<file path="src/rtl/offchip_pkg.sv">
// Shared types and default parameters for the off-chip byte link arbiter.
// The arbiter holds one byte and offers it to the serializer once buffer room is confirmed.
package offchip_pkg;

    typedef enum logic {
        EMPTY = 1'b0,
        FULL  = 1'b1
    } link_state_e;

    localparam int unsigned DEF_NREQ      = 4;
    localparam int unsigned DEF_CREDITS   = 8;
    localparam int unsigned DEF_SLOTS_PB  = 2;
    localparam int unsigned DEF_RET_SLOTS = 4;
    localparam int unsigned DEF_CW        = 4;

    localparam int unsigned SRC_W  = 3;
    localparam int unsigned BYTE_W = 8;

endpackage

</file>
<file path="src/rtl/rr_pick.sv">
// Combinational round-robin picker.
// Searches from the slot after the last winner and wraps, returning a one-hot grant and its index.
module rr_pick
    import offchip_pkg::*;
#(
    parameter int unsigned N = DEF_NREQ
) (
    input  logic [N-1:0]     req,
    input  logic [SRC_W-1:0] last,
    output logic [N-1:0]     grant,
    output logic [SRC_W-1:0] idx,
    output logic             any
);

    localparam int unsigned IW = (N > 1) ? $clog2(N) : 1;

    always_comb begin : pick
        int unsigned cand;
        grant = '0;
        idx   = '0;
        any   = 1'b0;
        cand  = 0;
        // The last winner is visited last, so it only wins again when it is alone.
        for (int unsigned k = 1; k <= N; k++) begin
            cand = (32'(last) + k) % N;
            if (!any && req[IW'(cand)]) begin
                any               = 1'b1;
                grant[IW'(cand)]  = 1'b1;
                idx               = SRC_W'(cand);
            end
        end
    end

endmodule

</file>
<file path="src/rtl/offchip_link_arbiter.sv">
// Round-robin arbiter sharing the off-chip byte link between NREQ sources.
// A byte is accepted only when the serializer is known to have nibble slots free for it.
module offchip_link_arbiter
    import offchip_pkg::*;
#(
    parameter int unsigned NREQ      = DEF_NREQ,
    parameter int unsigned CREDITS   = DEF_CREDITS,
    parameter int unsigned SLOTS_PB  = DEF_SLOTS_PB,
    parameter int unsigned RET_SLOTS = DEF_RET_SLOTS,
    parameter int unsigned CW        = DEF_CW
) (
    input  logic                   clk,
    input  logic                   rst,
    input  logic [NREQ-1:0]        req_valid,
    input  logic [BYTE_W*NREQ-1:0] req_data,
    output logic [NREQ-1:0]        req_ready,
    output logic                   link_valid,
    output logic [BYTE_W-1:0]      link_data,
    output logic [SRC_W-1:0]       link_src,
    input  logic                   link_ready,
    input  logic                   credit_ret,
    output logic [CW-1:0]          credits,
    output logic                   err_ovf
);

    localparam int unsigned SW = CW + 1;

    link_state_e       state;
    logic [SRC_W-1:0]  rr_ptr;

    logic [NREQ-1:0]   pick_grant;
    logic [SRC_W-1:0]  pick_idx;
    logic              pick_any;
    logic [BYTE_W-1:0] pick_data;

    logic              slot_free;
    logic              credit_ok;
    logic              capture;

    logic [CW:0]       credit_sum;
    logic              credit_ovf;
    logic [CW-1:0]     credit_next;

    rr_pick #(
        .N(NREQ)
    ) u_pick (
        .req   (req_valid),
        .last  (rr_ptr),
        .grant (pick_grant),
        .idx   (pick_idx),
        .any   (pick_any)
    );

    always_comb begin : data_mux
        pick_data = '0;
        for (int i = 0; i < NREQ; i++) begin
            if (pick_grant[i]) begin
                pick_data = pick_data | req_data[BYTE_W*i +: BYTE_W];
            end
        end
    end

    // The holding register can take a byte when empty or when its byte leaves this cycle.
    assign slot_free = (state == EMPTY) || link_ready;
    assign credit_ok = credits >= CW'(SLOTS_PB);
    assign capture   = !rst && pick_any && credit_ok && slot_free;
    assign req_ready = capture ? pick_grant : '0;

    // Wide enough that a return on a full counter is seen as overflow instead of wrapping.
    assign credit_sum  = SW'(credits)
                       + (credit_ret ? SW'(RET_SLOTS) : SW'(0))
                       - (capture    ? SW'(SLOTS_PB)  : SW'(0));
    assign credit_ovf  = credit_sum > SW'(CREDITS);
    assign credit_next = credit_ovf ? CW'(CREDITS) : credit_sum[CW-1:0];

    always_ff @(posedge clk) begin
        if (rst) begin
            state      <= EMPTY;
            link_valid <= 1'b0;
            link_data  <= '0;
            link_src   <= '0;
            rr_ptr     <= SRC_W'(NREQ - 1);
            credits    <= CW'(CREDITS);
            err_ovf    <= 1'b0;
        end else begin
            credits <= credit_next;
            if (credit_ovf) begin
                err_ovf <= 1'b1;
            end
            case (state)
                EMPTY: begin
                    if (capture) begin
                        state      <= FULL;
                        link_valid <= 1'b1;
                        link_data  <= pick_data;
                        link_src   <= pick_idx;
                        rr_ptr     <= pick_idx;
                    end
                end
                FULL: begin
                    if (capture) begin
                        link_data <= pick_data;
                        link_src  <= pick_idx;
                        rr_ptr    <= pick_idx;
                    end else if (link_ready) begin
                        state      <= EMPTY;
                        link_valid <= 1'b0;
                    end
                end
                default: begin
                    state      <= EMPTY;
                    link_valid <= 1'b0;
                end
            endcase
        end
    end

    a_ready_onehot: assert property (@(posedge clk) disable iff (rst)
        $onehot0(req_ready));

    a_no_grant_without_credit: assert property (@(posedge clk) disable iff (rst)
        (credits < CW'(SLOTS_PB)) |-> (req_ready == '0));

    a_credit_ceiling: assert property (@(posedge clk) disable iff (rst)
        credits <= CW'(CREDITS));

    a_hold_stable: assert property (@(posedge clk) disable iff (rst)
        (link_valid && !link_ready) |=> ($stable(link_data) && $stable(link_src)));

endmodule

</file>
<file path="config.mk">
export PLATFORM = sky130hd
export DESIGN_NAME = offchip_link_arbiter
export DESIGN_NICKNAME = d
export VERILOG_FILES = /design/src/rtl/offchip_pkg.sv /design/src/rtl/rr_pick.sv /design/src/rtl/offchip_link_arbiter.sv
export SDC_FILE = /design/constraint.sdc
export NUM_CORES = 1
export LEC_CHECK = 0
export ABC_AREA = 0
export CAP_MARGIN = 40
export CORE_MARGIN = 3
export CORE_UTILIZATION = 41
export DETAILED_ROUTE_END_ITERATION = 12
export GPL_TIMING_DRIVEN = 0
export PLACE_DENSITY = 0.78
export SYNTH_ARGS = -nofsm -noshare
export SYNTH_HDL_FRONTEND = slang
export SYNTH_HIERARCHICAL = 1
export SYNTH_SLANG_ARGS = --single-unit
</file>
<file path="constraint.sdc">
create_clock -name clk -period 2.69 [get_ports clk]
set_input_delay 0.269 -clock clk [delete_from_list [all_inputs] [get_ports clk]]
set_output_delay 0.269 -clock clk [all_outputs]
set_load 0.01 [all_outputs]
</file>
# Word-level counts from Yosys, hierarchy flattened
# Cells that the tools add are included.
word_totals:
  register_bits: 20
  in_bits: 40
  out_inout_bits: 21
  elab_cells: 95
op_classes:
  mux: 45
  bitwise_logic: 7
  magnitude_cmp: 10
  addsub: 6
  eq_ne: 3
  reduce_logical: 17
ops:
  columns: ["operator", "n"]
  rows:
  - ["$mux 8", 5]
  - ["$or 8x8->8", 3]
  - ["$mux 4", 5]
  - ["$mux 1", 18]
  - ["$mux 3", 5]
  - ["$lt 2x3->1 const B", 4]
  - ["$or 4x4->4", 3]
  - ["$logic_and 1x1->1", 10]
  - ["$bmux 1 s2", 4]
  - ["$demux 1 s2", 4]
  - ["$ge 2x1->1 const B", 4]
  - ["$ne 2x2->1 const B", 3]
  - ["$add 4x3->5", 1]
  - ["$gt 5x4->1 const B", 1]
  - ["$sub 5x2->5", 1]
  - ["$add 2x1->2 const B", 2]
  - ["$add 2x2->2 const B", 2]
  - ["$ge 4x2->1 const B", 1]
  - ["$logic_not 1->1", 4]
  - ["$mux 2", 2]
  - ["$pmux 1 s2", 2]
  - ["$reduce_and 3->1", 1]
  - ["$reduce_or 2->1", 1]
  - ["$logic_or 1x1->1", 1]
  - ["$not 1->1", 1]

# Depth between registers and ports, before layout
# Gate-level depths: netlist (run 1).
logic_depth:
  word_depth: 21
  mapped_depth: 12

# By module
# Netlist (run 1), hierarchy kept.
modules_own_cells:
  columns: ["mod", "area_each_um2", "instances", "cells_per_inst"]
  rows:
  - ["offchip_link_arbiter", 1097.3, 1, 118]
  - ["rr_pick", 640.6, 1, 88]

# Least setup slack after synthesis (run 1)
# OpenSTA, ideal clock, no wires.
synth_path:
  path_type: "reg2out"
  startpoint: "register rr_ptr[0]"
  endpoint: "output port req_ready[2]"
  required_time_ps: 2421
  path_stages_with_launch: 12
  setup_slack_ps: -194
  arrival_time_ps: 2615
  n_path_buf: 4
  cell_sequence: "dfxtp_1 -> buf_6 -> buf_2 -> inv_1 -> ha_1 -> clkbuf_1 -> inv_1 -> a31oi_1 -> o31ai_1 -> or3_1 -> clkbuf_1 -> and2_1"
synth_lines:
  columns: ["item", "line_no", "rtl"]
  rows:
  - ["start, declared", "offchip_link_arbiter.sv:29", "logic [SRC_W-1:0] rr_ptr;"]
  - ["start signal, assigned", "offchip_link_arbiter.sv:82", "rr_ptr <= SRC_W'(NREQ - 1);"]
  - ["start signal, assigned", "offchip_link_arbiter.sv:97", "rr_ptr <= pick_idx;"]
  - ["start signal, assigned", "offchip_link_arbiter.sv:104", "rr_ptr <= pick_idx;"]
  - ["parallel branches: the longest is 12 deep, another holds $lt 2x3->1", null, null]
  - ["$mux 4 *", "rr_pick.sv:26", "if (!any && req[IW'(cand)]) begin"]
  - ["net pick_grant[2]", "offchip_link_arbiter.sv:31", "logic [NREQ-1:0] pick_grant;"]
  - ["$mux 4 *", "offchip_link_arbiter.sv:67", "assign req_ready = capture ? pick_grant : '0;"]
  - ["end, declared", "offchip_link_arbiter.sv:16", "output logic [NREQ-1:0] req_ready,"]
# Mark *: on every way through the listed nets, which the timed path passes. The select of a mux whose other input is x is not followed.

# Worst setup path after layout (run 1)
layout_path:
  startpoint: "register rr_ptr[0]"
  endpoint: "output port req_ready[3]"
# Same word-level chain as after synthesis.

==> impl_metrics.tcl, run 1 <==
set metrics [dict create \
    fp.dieArea_mm2 0.00506 \
    ctsHtreeMaxLevel 1 \
    grt-ovfl-total 0 \
    ys_seq_elements 19 \
    max-vdd-ir-drop_mv 0.593 \
    finalHoldViolations 0 \
    cts_root_buffer "clkbuf_8" \
    min_to "link_data[7]" \
    max-cap-violations 0 \
    postSynth.asyncResetShare_pct 0 \
    fin_crit_sh_pct 97.9 \
    hp-start "rst" \
    start_kind "register" \
    area_delta_synth_final_pct 52.6 \
    cts.clk_slew.worst_paths_ns 0.07 \
    slowest_delay_ns 0.56 \
    crit_path_cell_trace "buf_6, mux4_2, buf_4, or3_1, a21oi_2, a2111o_1, and2_1, buf_2" \
    hold_path_class "input port to register" \
    finalWirelength_um 5170 \
    avgSynthCellArea_um2 8.44 \
    cp_slowest_cell "mux4_2" \
    grt_max_degree 12 \
    drive_above_1_share_pct 24.3 \
    yosys_most_used_dff "dfxtp_1" \
    slew-limit-headroom_pct 64.1 \
    synth.net_count 259 \
    clk_latency_ns 0.25 \
    fill_cells 344 \
    start_util_pct 42.8 \
    drc 0 \
    numCtsBuffers 3 \
    crit_fanout 6 \
    fin_cells 334 \
    dr.pass1.iters 4 \
    finalCriticalPeriod_ns 2.63 \
    power_density_mw_per_mm2 679 \
    whs_path_depth 2 \
    pre_cts_slack_ns -0.865 \
    synth_edf_count 0 \
    required_ns 2.42 \
    core-area_mm2 0.00406 \
    synth_area_leader_cell "dfxtp_1" \
    ant_nets 0 \
    seq_area_frac_synth_pct 21.9 \
    max_freq_ghz 0.380 \
    setup_viol 0 \
    crit_path_end_kind "output port" \
    drtIter0Drc 107 \
    core.rowCount 23 \
    tightest_slew_ns 0.523 \
    p_leak_nw 1.09 \
    cts_num_sinks 19 \
    worst_slack_ns 0.0554 \
    antennaDiodeCount 0 \
    reg2regPathDepth 9 \
    rr_endpoint "link_data[5]" \
    synth_warnings 6 \
    place_hpwl_um 3580 \
    place.gp.congestion 0.896 \
    via_per_inst 5.67 \
    ctsHoldBuffers 0 \
    grt_usage_pct 20.9 \
    routedWlPerCell_um 15.5 \
    cts_buffer_depth 2 \
    arrival_ns 2.37 \
    crit_family "multiplexers" \
    die_height_um 71.1 \
    cts_tree "built" \
    rsz0062_at_grt "true" \
    synth_area_mm2 0.00174 \
    numPortBuffers 56 \
    ios 61 \
    r2r_slack_ns 0.21 \
    path_buf_inv 3 \
    crit_type "register to output port" \
    vias 1894 \
    fp.dieW_um 71.1 \
    drv_slew 0 \
    r2r_start "rr_ptr[0]" \
    grt_pass1_wl_um 8550 \
    crit_start "rr_ptr[0]" \
    finalClockSkew_ns 0.00130 \
    yosys.area.top_type_share_pct 21.9 \
    syn-instance-count 206 \
    run_status "completed" \
    yosysUniqueCellTypes 49 \
    final_nets 338 \
    fin_setup_tns_ns 0 \
    dp.cells 312 \
    antenna_found_initial 0 \
    synth.area.top_cells "dfxtp_1, ha_1, a22oi_1" \
    grt_pass1_vias 1862 \
]
cell usage after synthesis (2+ instances only):
cell       n
mux4_2     2
a211oi_1   3
a21oi_1   10
a2111o_1   4
nand2b_1   4
buf_6      3
o21ai_0    2
and2_1     4
a22oi_1   16
inv_1     18
nor2_1     5
ha_1      12
o31ai_1    7
a31oi_1   14
nand3_1    2
clkbuf_1   8
or3_1      5
o211ai_1   2
buf_2      5
dfxtp_1   19
conb_1     2
buf_4      5
nand4_1    9
mux2i_1    3
nand2_1    9
nor3_4     2
a311oi_1   9
how the worst max path moves through the flow:
stage / cells past startpoint / to
3_5_place_dp: 12 / req_ready[1]
3_3_place_gp: 12 / req_ready[2]
4_1_cts: 8 / req_ready[1]
6_report: 8 / req_ready[3]
2_1_floorplan: 11 / req_ready[2]
5_1_grt: 8 / req_ready[1]
sequential cells by signal, indices dropped and copies added (netlist names):
register    count
credits         3
err_ovf         1
link_data       8
link_src        3
link_valid      1
rr_ptr          2
state           1
area by class of cell:
type,instances,area [µm²],share of cell area (%)
clock inverters,1,5.00,0.189
multi-input cells,148,1220,46.0
clock buffers,3,41.3,1.56
inverters,18,76.3,2.88
plain buffers,16,144,5.42
well taps,50,62.6,2.36
repair buffers,79,716,27.0
flip-flops and latches,19,388,14.6
per-layer routing:
metal | global-route usage (%) | vias to the layer above | wire (µm)
met2 | 36.4 | 54 | 2570
met1 | 27.0 | 892 | 2300
met4 | 4.59 | 0 | 36
met3 | 3.55 | 5 | 261
met5 | 0 | - | 0
li1 | - | 943 | -
power by group:
part / leakage (nW) / internal (mW) / switching [mW]
Sequential: 0.157 / 0.352 / 0.0559
Combinational: 0.911 / 0.619 / 0.578
Clock: 0.0255 / 0.103 / 0.0932
Total: 1.09 / 1.07 / 0.727
cells in the final DEF, fill, tap and decap left out, types with 3 or more instances in the layout:
cell type        instances
a211oi_1                 3
nand4_1                  9
a311oi_1                 9
a21oi_1                  9
inv_1                   16
nor2_1                   4
buf_2                    9
buf_4                   24
clkbuf_8                 6
dfxtp_1                 17
clkdlybuf4s50_1         50
nand2_1                  9
a2111o_1                 4
or3_1                    4
a31oi_1                 13
a22oi_1                 16
buf_6                    5
o31ai_1                  6
and2_1                   4
mux2i_1                  3
nand2b_1                 4
ha_1                    10
through the flow:
| stage | power [mW] | hold slack, ns | utilization [%] | cell area (µm²) |
|---|---|---|---|---|
| 2_1_floorplan | 1.08 | 0.385 | - | 1740 |
| 6_report | 1.80 | 0.313 | 65.4 | 2650 |
| 4_1_cts | 1.77 | 0.309 | 64.4 | 2620 |
| 3_5_place_dp | 1.42 | 0.477 | 58.3 | 2370 |
| 5_1_grt | 1.94 | 0.330 | 65.4 | 2650 |
| 3_3_place_gp | 1.41 | 0.464 | 58.3 | 2370 |
cells by family (layout without fill, tap and decap cells):
group / after synthesis / in the layout / synth area share, %
muxes: 6 / 6 / 4.97
xor gates and xnor gates: 1 / 1 / 0.504
AOI/OAI and AO/OA: 74 / 74 / 31.4
and+or+nand+nor: 52 / 52 / 19.9
other: 2 / 2 / 0.432
buffers and inverters: 39 / 117 / 11.2
adders and majority gates: 13 / 13 / 9.79
DFF: 19 / 19 / 21.9
what timing repair did:
item / 4_1_cts / 5_1_grt
resized for setup: 40 / 6
cloned: 1 / 0
buffers inserted: 21 / 2
endpoints found under the setup margin: 16 / 7
pin swaps: 8 / 6
Power figures use the tool's default switching activity.
==> run 2: changes to the inputs <==
- SLEW_MARGIN: unset -> 20
==> results of run 2 <==
No change in the layout: final DEF, timing and power equal those of run 1.
==> run 3: changes to the inputs <==
- CORE_UTILIZATION: 41 -> 42
- CTS_BUF_LIST: unset -> sky130_fd_sc_hd__clkbuf_4
- SKIP_LAST_GASP: unset -> 1
==> impl_metrics.tcl, run 3 (synthesized netlist as in run 1, its figures left out) <==
set metrics [dict create \
    violations "negative setup slack" \
    antennaDiodeCount 0 \
    cts_root_buffer "clkbuf_4" \
    start_util_pct 45.4 \
    final_nets 338 \
    fill_cells 308 \
    antenna_found_initial 0 \
    path_common_cell "buf_8" \
    ios 61 \
    r2r_slack_ns 0.22 \
    tightest_slew_ns 0.548 \
    p_comb_share_pct 69.0 \
    p_clk_share_pct 8.5 \
    cts_tree "built" \
    p_int_mw 1.07 \
    via_per_inst 5.93 \
    run_status "complete, but fails checks" \
    fp.dieW_um 70.3 \
    place_hpwl_um 3600 \
    ant_nets 0 \
    slew-limit-headroom_pct 62.4 \
    whs_path_depth 2 \
    multi_input_area_mm2 0.00125 \
    crit_family "simple AND/OR/NAND/NOR gates" \
    min_to "link_data[7]" \
    grt_pass1_vias 1928 \
    cp_slowest_cell "dfxtp_4" \
    numCtsBuffers 3 \
    place.gp.congestion 0.841 \
    holdWs_ns 0.263 \
    dp.cells 310 \
    crit_path_end_kind "output port" \
    ctsHtreeMaxLevel 1 \
    crit_fanout 4 \
    rr_endpoint "link_data[4]" \
    power_mw 1.81 \
    setup_viol 2 \
    seqPwrFrac_pct 22.5 \
    fin_util_pct 69.9 \
    mostFrequentLayoutCell "clkdlybuf4s50_1" \
    regArea_um2 388 \
    finalHoldViolations 0 \
    largest_reg_flops 8 \
    drv_slew 0 \
    die_height_um 70.3 \
    numPortBuffers 56 \
    cts_num_sinks 19 \
    r2r_start "rr_ptr[0]" \
    path_buf_inv 4 \
    max-vdd-ir-drop_mv 0.507 \
    drc 0 \
    max_freq_ghz 0.366 \
    cts.clk_slew.worst_paths_ns 0.11 \
    drive_above_1_share_pct 26.1 \
    top_regs "link_data x8, credits x3, link_src x3" \
    cts_buffer_depth 2 \
    largest_register "link_data" \
    rsz0062_at_grt "true" \
    ctsHoldBuffers 0 \
    clk_latency_ns 0.30 \
    grt_usage_pct 21.5 \
    finalCriticalPeriod_ns 2.73 \
    start_kind "register" \
    core-area_mm2 0.00383 \
    power_density_mw_per_mm2 677 \
    fin_crit_sh_pct 102 \
    crit_path_cell_trace "buf_8, clkinvlp_4, ha_4, buf_8, mux4_2, nand2_1, o311ai_1, or3_4, and2_4, buf_2" \
    p_leak_nw 1.09 \
    fin_cells 332 \
    pre_cts_slack_ns -0.890 \
    worst_slack_ns -0.0433 \
    reg2regPathDepth 11 \
    required_ns 2.42 \
    grt_pass1_wl_um 8940 \
    arrival_ns 2.46 \
    layout_common_cells "clkdlybuf4s50_1, buf_4, dfxtp_1" \
    slowest_delay_ns 0.39 \
    area_delta_synth_final_pct 53.9 \
    dr.pass1.iters 4 \
    switchingPower_mw 0.742 \
    finalClockSkew_ns 0.00275 \
    grt-ovfl-total 0 \
    finalWirelength_um 5370 \
    grt_max_degree 11 \
    hold_path_class "input port to register" \
    max-cap-violations 0 \
    core.rowCount 22 \
    crit_type "register to output port" \
    p_sw_share_pct 41.0 \
    fp.dieArea_mm2 0.00495 \
    vias 1970 \
    drtIter0Drc 165 \
    hp-start "rst" \
    routedWlPerCell_um 16.2 \
]
[run 3: cell types whose count changed in the layout (fill, tap and decap cells not counted), moves of 2 or more]
cell / change
and2_1: -2
and2_4: +2
buf_8: +2
clkbuf_4: +4
clkbuf_8: -4
[run 3: layout make-up]
cell class                      count  area share [%]
Tap cell                           48            2.25
Inverter                           18            2.81
Clock buffer                        4            1.12
Multi-Input combinational cell    148            46.7
Timing Repair Buffer               79            27.2
Buffer                             16            5.43
Sequential cell                    19            14.5
[run 3: worst reg2reg max path: cells and delay by family, from the launching register on]
family	cells	cell delay [ns]
AO/OA/AOI/OAI	3	0.36
adder cells (fa/ha/maj)	1	0.29
buffers and inverters	4	0.48
flip-flops	1	0.39
multiplexers	1	0.36
AND/OR/NAND/NOR	2	0.46
[run 3: stage by stage]
step | instance area, µm² | setup TNS, ns
2_1_floorplan | 1740 | 0
3_3_place_gp | 2360 | -9.45
3_5_place_dp | 2360 | -9.19
4_1_cts | 2600 | -0.0424
5_1_grt | 2680 | -0.362
6_report | 2680 | -0.0438
[run 3: repair_timing]
item                                   in CTS  in global routing
pin swaps                                   8                  6
gates resized for setup                    42                 10
setup buffers                              18                  4
endpoints found under the hold margin       0                  0
setup endpoints to repair                  16                  7
gates cloned                                0                  1
[run 3: how the worst max path moves through the flow]
stage	from	endpoint	slack, ns	cells past startpoint
global route	rr_ptr[0]	req_ready[2]	-0.10	10
detailed placement	rr_ptr[0]	req_ready[2]	-0.89	12
floorplan	rr_ptr[0]	req_ready[2]	0.008	11
global placement	rr_ptr[0]	req_ready[2]	-0.92	12
finish	rr_ptr[0]	req_ready[2]	-0.04	10
CTS	rr_ptr[0]	req_ready[2]	-0.04	10
[run 3: routing by layer]
layer | global-route usage, % | wire length (µm)
met5 | 0 | 0
met4 | 4.68 | 66
met3 | 3.17 | 301
met2 | 38.3 | 2700
met1 | 27.1 | 2300
[run 3: power groups by stage]
stage | clock network, mW | logic [mW] | registers (mW)
after floorplan | 0 | 0.644 | 0.434
after global placement | 0 | 0.999 | 0.414
after detailed placement | 0 | 1.00 | 0.416
after CTS | 0.156 | 1.17 | 0.406
after global routing | 0.166 | 1.37 | 0.416
final | 0.154 | 1.25 | 0.407
==> RTL edit: new RTL, config.mk and constraints of run 2 <==
Set the package constant `DEF_NREQ` to 2 (it was 4).
--- a/src/rtl/offchip_pkg.sv
+++ b/src/rtl/offchip_pkg.sv
@@ -7,7 +7,7 @@
         FULL  = 1'b1
     } link_state_e;
 
-    localparam int unsigned DEF_NREQ      = 4;
+    localparam int unsigned DEF_NREQ      = 2;
     localparam int unsigned DEF_CREDITS   = 8;
     localparam int unsigned DEF_SLOTS_PB  = 2;
     localparam int unsigned DEF_RET_SLOTS = 4;
Interface: changed (resized req_data, req_ready and req_valid); port bits go from 61 to 41. No check against the original RTL was run, so the function may have changed too.
==> RTL edit against run 2 <==
Global-route usage fell by 3.7 points; total power is 39% lower; area after synthesis decreased by 41%; setup slack better by 48 ps; cell area shrank 42%; critical endpoint is now err_ovf; utilization up 2.0 points; sequential cell count fell by 1; critical path depth grew 3; wire length shrank 48%; cell count is 45% lower; clock power fell by 12%; via count shrank 47%; synthesized cell count decreased by 47%.
==> RTL edit: results (changes against run 2) <==
======================================================================
Final wirelength ........................................      2673 um   was 5165 um
CP Capture Point ........................................      err_ovf   was req_ready[3]
Worst setup timing slack at the placement stage .........    -559.0 ps   was -865.0 ps
Share of the yosys chip area belonging to registers .....       0.3525   was 0.2189
Area added between synthesis and finish .................       51.41%   was 52.63%
Met2 Resource Use GR ....................................       0.3041   was 0.3635
Setup slack, reg-to-reg .................................       140 ps   was 210 ps
Multi-input combinational cell count ....................           68   was 148
Seq cells ...............................................           18   was 19
Dpl hpwl ................................................      2011 um   was 3579 um
Inverter count ..........................................           14   was 18
Post-detailed-route via-to-cell ratio ...................        5.489   was 5.671
Area share of xor/xnor cells in the synthesized design ..     0.008568   was 0.005040
Layout cell share with drive strength beyond 1 ..........       0.2051   was 0.2430
Slowest CP cell ......................................... sky130_fd_sc_hd__fa_2   was sky130_fd_sc_hd__mux4_2
Result of the run ....................................... complete, no violations   unchanged
Core region area ........................................ 0.002297 sq mm   was 0.004058 sq mm
Met1 layer wirelength in the final routing ..............      1065 um   was 2299 um
Standby leakage power ................................... 0.0006532 uW   was 0.001093 uW
Number of buffer cells added on primary ports ...........           39   was 56
Worst IR drop on VDD ....................................    0.5323 mV   was 0.5927 mV
Routed length on met2 ...................................      1432 um   was 2568 um
Sequential fraction of total cell area ..................       0.2328   was 0.1462
Count of unique library cells instantiated by Yosys .....           38   was 49
Multi-input gate area ...................................  568.0 sq um   was 0.001220 sq mm
Setup WS post-layout ....................................     103.0 ps   was 55.38 ps
Adder and majority gate portion of the synthesized area .      0.06854   was 0.09791
CTS root buf ............................................ sky130_fd_sc_hd__clkbuf_4   was sky130_fd_sc_hd__clkbuf_8
Source of the critical timing path ......................   link_ready   was rr_ptr[0]
Placer's final routability congestion estimate ..........       0.8357   was 0.8960
Nonclk buf count ........................................           52   was 95
======================================================================
-- RTL edit: per-stage QoR --
step	hold WS, ps	instances
final	356.2	184
after global routing	406.4	184
after CTS	507.3	182
after detailed placement	477.8	177
after global placement	474.7	177
after floorplan	338.1	110
-- RTL edit: what timing repair did --
action                                  in CTS  in global routing
gates cloned                                 0                  0
buffers inserted                             1                  2
endpoints found under the setup margin       4                  4
endpoints found under the hold margin        0                  0
resized for setup                            5                  3
hold buffers                                 0                  0
pin swaps                                    1                  2
-- RTL edit: report_power, final --
group | switching (uW) | leakage (uW) | internal [uW]
logic | 254 | 0.000484 | 302
clock network | 90.2 | 0.0000210 | 82.7
registers | 40.5 | 0.000148 | 323
-- RTL edit: critical path, delay by kind of cell --
family / cells / cell delay [ps]
fa+ha+maj: 2 / 850
buf+inv: 4 / 760
simple gates: 3 / 460
compound gates: 2 / 440
